===== src/rtl/mux8x1_pkg.sv =====
// mux8x1_pkg: shared constants for the registered 8:1 mux built from 2:1 cells.
// Rev 1.0
`default_nettype none

package mux8x1_pkg;
  localparam int DEFAULT_WIDTH = 4;
  localparam int NUM_INPUTS    = 8;
  localparam int SEL_W         = 3;
endpackage

`default_nettype wire


===== src/rtl/mux8x1_using_2x1_mux2x1.sv =====
// mux2x1: combinational 2:1 selector cell (y = s ? b : a).
// Rev 1.0
`default_nettype none

module mux2x1 #(
  parameter int WIDTH = 4
) (
  input  logic [WIDTH-1:0] a,
  input  logic [WIDTH-1:0] b,
  input  logic             s,
  output logic [WIDTH-1:0] y
);

  assign y = s ? b : a;

endmodule

`default_nettype wire


===== src/rtl/mux8x1_using_2x1.sv =====
// mux8x1_using_2x1: 8:1 mux as a tree of seven mux2x1 cells, output registered on en.
// Optional registered parity output y_par enabled by macro MUX8X1_PARITY_EN. Rev 1.0
`default_nettype none

module mux8x1_using_2x1
  import mux8x1_pkg::*;
#(
  parameter int WIDTH = DEFAULT_WIDTH
) (
  input  logic             clk,
  input  logic             rst_n,
  input  logic             en,
  input  logic [WIDTH-1:0] i0,
  input  logic [WIDTH-1:0] i1,
  input  logic [WIDTH-1:0] i2,
  input  logic [WIDTH-1:0] i3,
  input  logic [WIDTH-1:0] i4,
  input  logic [WIDTH-1:0] i5,
  input  logic [WIDTH-1:0] i6,
  input  logic [WIDTH-1:0] i7,
  input  logic             s0,
  input  logic             s1,
  input  logic             s2,
  output logic [WIDTH-1:0] y,
  output logic             y_valid
`ifdef MUX8X1_PARITY_EN
  ,
  output logic             y_par
`endif
);

  logic [SEL_W-1:0] sel;
  logic [WIDTH-1:0] data [NUM_INPUTS];
  logic [WIDTH-1:0] lvl1 [4];
  logic [WIDTH-1:0] lvl2 [2];
  logic [WIDTH-1:0] tree_y;

  assign sel     = {s2, s1, s0};
  assign data[0] = i0;
  assign data[1] = i1;
  assign data[2] = i2;
  assign data[3] = i3;
  assign data[4] = i4;
  assign data[5] = i5;
  assign data[6] = i6;
  assign data[7] = i7;

  // Level 1 pairs adjacent inputs on s0; level 2 pairs those on s1; s2 picks the half.
  for (genvar k = 0; k < 4; k++) begin : g_lvl1
    mux2x1 #(.WIDTH(WIDTH)) u_mux (
      .a (data[2*k]),
      .b (data[2*k+1]),
      .s (sel[0]),
      .y (lvl1[k])
    );
  end

  for (genvar k = 0; k < 2; k++) begin : g_lvl2
    mux2x1 #(.WIDTH(WIDTH)) u_mux (
      .a (lvl1[2*k]),
      .b (lvl1[2*k+1]),
      .s (sel[1]),
      .y (lvl2[k])
    );
  end

  mux2x1 #(.WIDTH(WIDTH)) u_lvl3 (
    .a (lvl2[0]),
    .b (lvl2[1]),
    .s (sel[2]),
    .y (tree_y)
  );

  always_ff @(posedge clk or negedge rst_n) begin
    if (!rst_n) begin
      y       <= '0;
      y_valid <= 1'b0;
    end else begin
      y_valid <= en;
      if (en) begin
        y <= tree_y;
      end
    end
  end

`ifdef MUX8X1_PARITY_EN
  always_ff @(posedge clk or negedge rst_n) begin
    if (!rst_n) begin
      y_par <= 1'b0;
    end else if (en) begin
      y_par <= ^tree_y;
    end
  end
`endif

endmodule

`default_nettype wire


===== config.mk =====
export PLATFORM = sky130hd
export DESIGN_NAME = mux8x1_using_2x1
export DESIGN_NICKNAME = d
export VERILOG_FILES = /design/src/rtl/mux8x1_pkg.sv /design/src/rtl/mux8x1_using_2x1_mux2x1.sv /design/src/rtl/mux8x1_using_2x1.sv
export SDC_FILE = /design/constraint.sdc
export NUM_CORES = 1
export LEC_CHECK = 0
export BUFFER_PORTS_ARGS = -buffer_cell sky130_fd_sc_hd__buf_2
export CORE_MARGIN = 5
export CORE_UTILIZATION = 24
export CTS_BUF_LIST = sky130_fd_sc_hd__clkbuf_4 sky130_fd_sc_hd__clkbuf_8
export DETAILED_ROUTE_END_ITERATION = 16
export PLACE_DENSITY = 0.66
export SYNTH_ARGS = -nofsm -noshare
export SYNTH_HDL_FRONTEND = slang
export SYNTH_SLANG_ARGS = --single-unit

===== constraint.sdc =====
create_clock -name clk -period 0.97 [get_ports clk]
set_clock_uncertainty 0.05 [all_clocks]
set_input_delay 0.097 -clock clk [delete_from_list [all_inputs] [get_ports clk]]
set_output_delay 0.097 -clock clk [all_outputs]
set_load 0.01 [all_outputs]

==> metrics.csv <==
metric,value,unit
setup_viol,0,
grt_setup_unrepaired,false,
path_class,flop to output pin,
r2r-start,y[1]$_DFFE_PN0P_,
combPwrFrac,34.4,%
finalNetCount,129,
pwr-share-clk,34.1,%
grt_pass1_vias,539,
dp_slack,-0.123,ns
pwr-share-seq,31.5,%
synth_area,460,µm²
grt_overflow,0,
gp_congestion,0.659,
cp_cell_sequence,buf_2,
cts_tree,done,
holdBufCountCts,1,
maxCapViolations,0,
die_area,2890,µm²
slew_viol_final,0,
worstMarginPinSlew,0.247,ns
dp_hpwl,1180,µm
worst-path-buf-inv,1,
routed_wl,1330,µm
clk_pin_slew,0.04,ns
synth_sequential_area_ratio,27.2,%
min_period_over_period,91.8,%
die_y,53.8,µm
p_int,573,µW
track_usage,9.59,%
post-route-drc-count,0,
min_to,y_valid$_DFF_PN0_,
cts_sinks,5,
wl_per_cell,11.5,µm
place_area,711,µm²
grt_max_degree,10,
core,1780,µm²
ant_nets,0,
finalInstanceArea,751,µm²
reg2reg_setup_slack,0.13,ns
worst-path-max-fanout,2,
antenna_found_initial,0,
clk_latency,0.23,ns
status,completed,
worstHoldStart,en,
root_buffer,clkbuf_4,
hold_viol,0,
initial_core_util,25.8,%
syn_nets,81,
switching_share,25.9,%
cp-end-kind,output pin,
drive_above_1_share,53.3,%
fmax,1.12,GHz
critPathLaunchType,flop,
path_delay_family,flip-flops,
ir_drop,0.345,mV
slowest_delay,0.37,ns
fin_util,42.1,%
io_pins,43,
setup_ws,0.0797,ns
htree_levels,1,
synth_seq_cells,5,
hp-class,primary input to flop,
crit_arrival,0.74,ns
avgSynthCellArea,10.7,µm²
p_leak,0.404,nW
num_antenna_cells,0,
drt_pre_antenna_iters,2,
rows,15,
syn_inst,43,
slew_headroom,83.5,%
yosysWarnings,0,
power_switching,200,µW
cp_slowest_cell,dfrtp_1,
period_minus_slack,0.890,ns
vias,512,
cts_resized,0,
hold_ws,0.0211,ns
r2r-end,y[1]$_DFFE_PN0P_,
pwr_density_cell,1030,nW/µm²
reg2regPathDepth,2,
numPortBuffers,42,
syn_to_final_growth,63.0,%
crit_required,0.82,ns
dieWidth,53.8,µm
drt_iter0_drc,3,
clockBufferDepth,2,
grt_pass1_wl,2040,µm
postCtsSetupBuffers,0,
whs_path_depth,1,
cts_buffers,3,
viasPerCell,4.45,
synthDistinctLibCells,10,
==> final cells by class <==
type / instances / area, µm²
clock buffer: 4 / 30.0
sequential: 5 / 125
multi-input combinational: 36 / 304
timing repair buffer: 45 / 260
fill: 174 / 1030
tap: 25 / 31.3
==> Yosys cell counts <==
| master | number | share of area, % |
|---|---|---|
| and2b_1 | 1 | 1.6 |
| dfrtp_1 | 5 | 27 |
| mux2i_1 | 16 | 35 |
| nor2_1 | 1 | 0.81 |
| a31o_1 | 4 | 7.6 |
| a22oi_1 | 8 | 13 |
| buf_6 | 1 | 2.4 |
| nor2b_1 | 5 | 6.8 |
| buf_12 | 1 | 4.3 |
| and2_1 | 1 | 1.4 |
==> flip-flops by register name (all words and copies together) (netlist names) <==
signal and count:
y 4, y_valid 1
==> per-layer routing <==
layer  vias to the layer above  GRT usage (%)  routed length (µm)
met5                         -              0                   0
met4                         0           2.55                   0
met3                         0           5.54                 253
met2                        27           16.3                 572
met1                       220           9.97                 499
li1                        265              -                   -
==> cells in the final DEF, fill, tap and decap left out <==
master	count
a22oi_1	8
a31o_1	4
and2_1	1
and2b_1	1
buf_12	2
buf_2	42
clkbuf_4	4
dfrtp_1	5
dlygate4sd3_1	1
mux2i_1	16
nor2_1	1
nor2b_1	5
==> through the flow <==
step,setup TNS [ns],cells,power (mW)
4_1_cts,0,115,0.791
6_report,0,115,0.774
3_5_place_dp,-0.442,110,0.515
2_1_floorplan,0,43,0.389
5_1_grt,0,115,0.832
3_3_place_gp,-0.394,110,0.511
==> power groups by stage <==
stage | Clock, mW | Sequential (mW) | Combinational, mW
floorplan | 0 | 0.259 | 0.130
global placement | 0 | 0.247 | 0.264
detailed placement | 0 | 0.247 | 0.268
CTS | 0.273 | 0.245 | 0.273
global route | 0.289 | 0.246 | 0.296
finish | 0.264 | 0.244 | 0.266
==> how the worst max path moves through the flow <==
stage / startpoint / end / slack, ns / depth (start not counted)
after floorplan: s0 / y[0]$_DFFE_PN0P_ / 0.01 / 5
after detailed placement: s0 / y[2]$_DFFE_PN0P_ / -0.12 / 5
after global placement: s0 / y[2]$_DFFE_PN0P_ / -0.11 / 5
final: y[1]$_DFFE_PN0P_ / y[1] / 0.08 / 1
after CTS: y[0]$_DFFE_PN0P_ / y[0] / 0.06 / 1
after global routing: y[1]$_DFFE_PN0P_ / y[1] / 0.03 / 1
==> cell families after synthesis <==
logic type	Yosys count	share of synthesized area, %
compound gates	12	20.7
flops	5	27.2
simple gates	8	10.6
buf+inv	2	6.79
mux	16	34.8
Note: power is estimated with default switching activity, not from simulation.
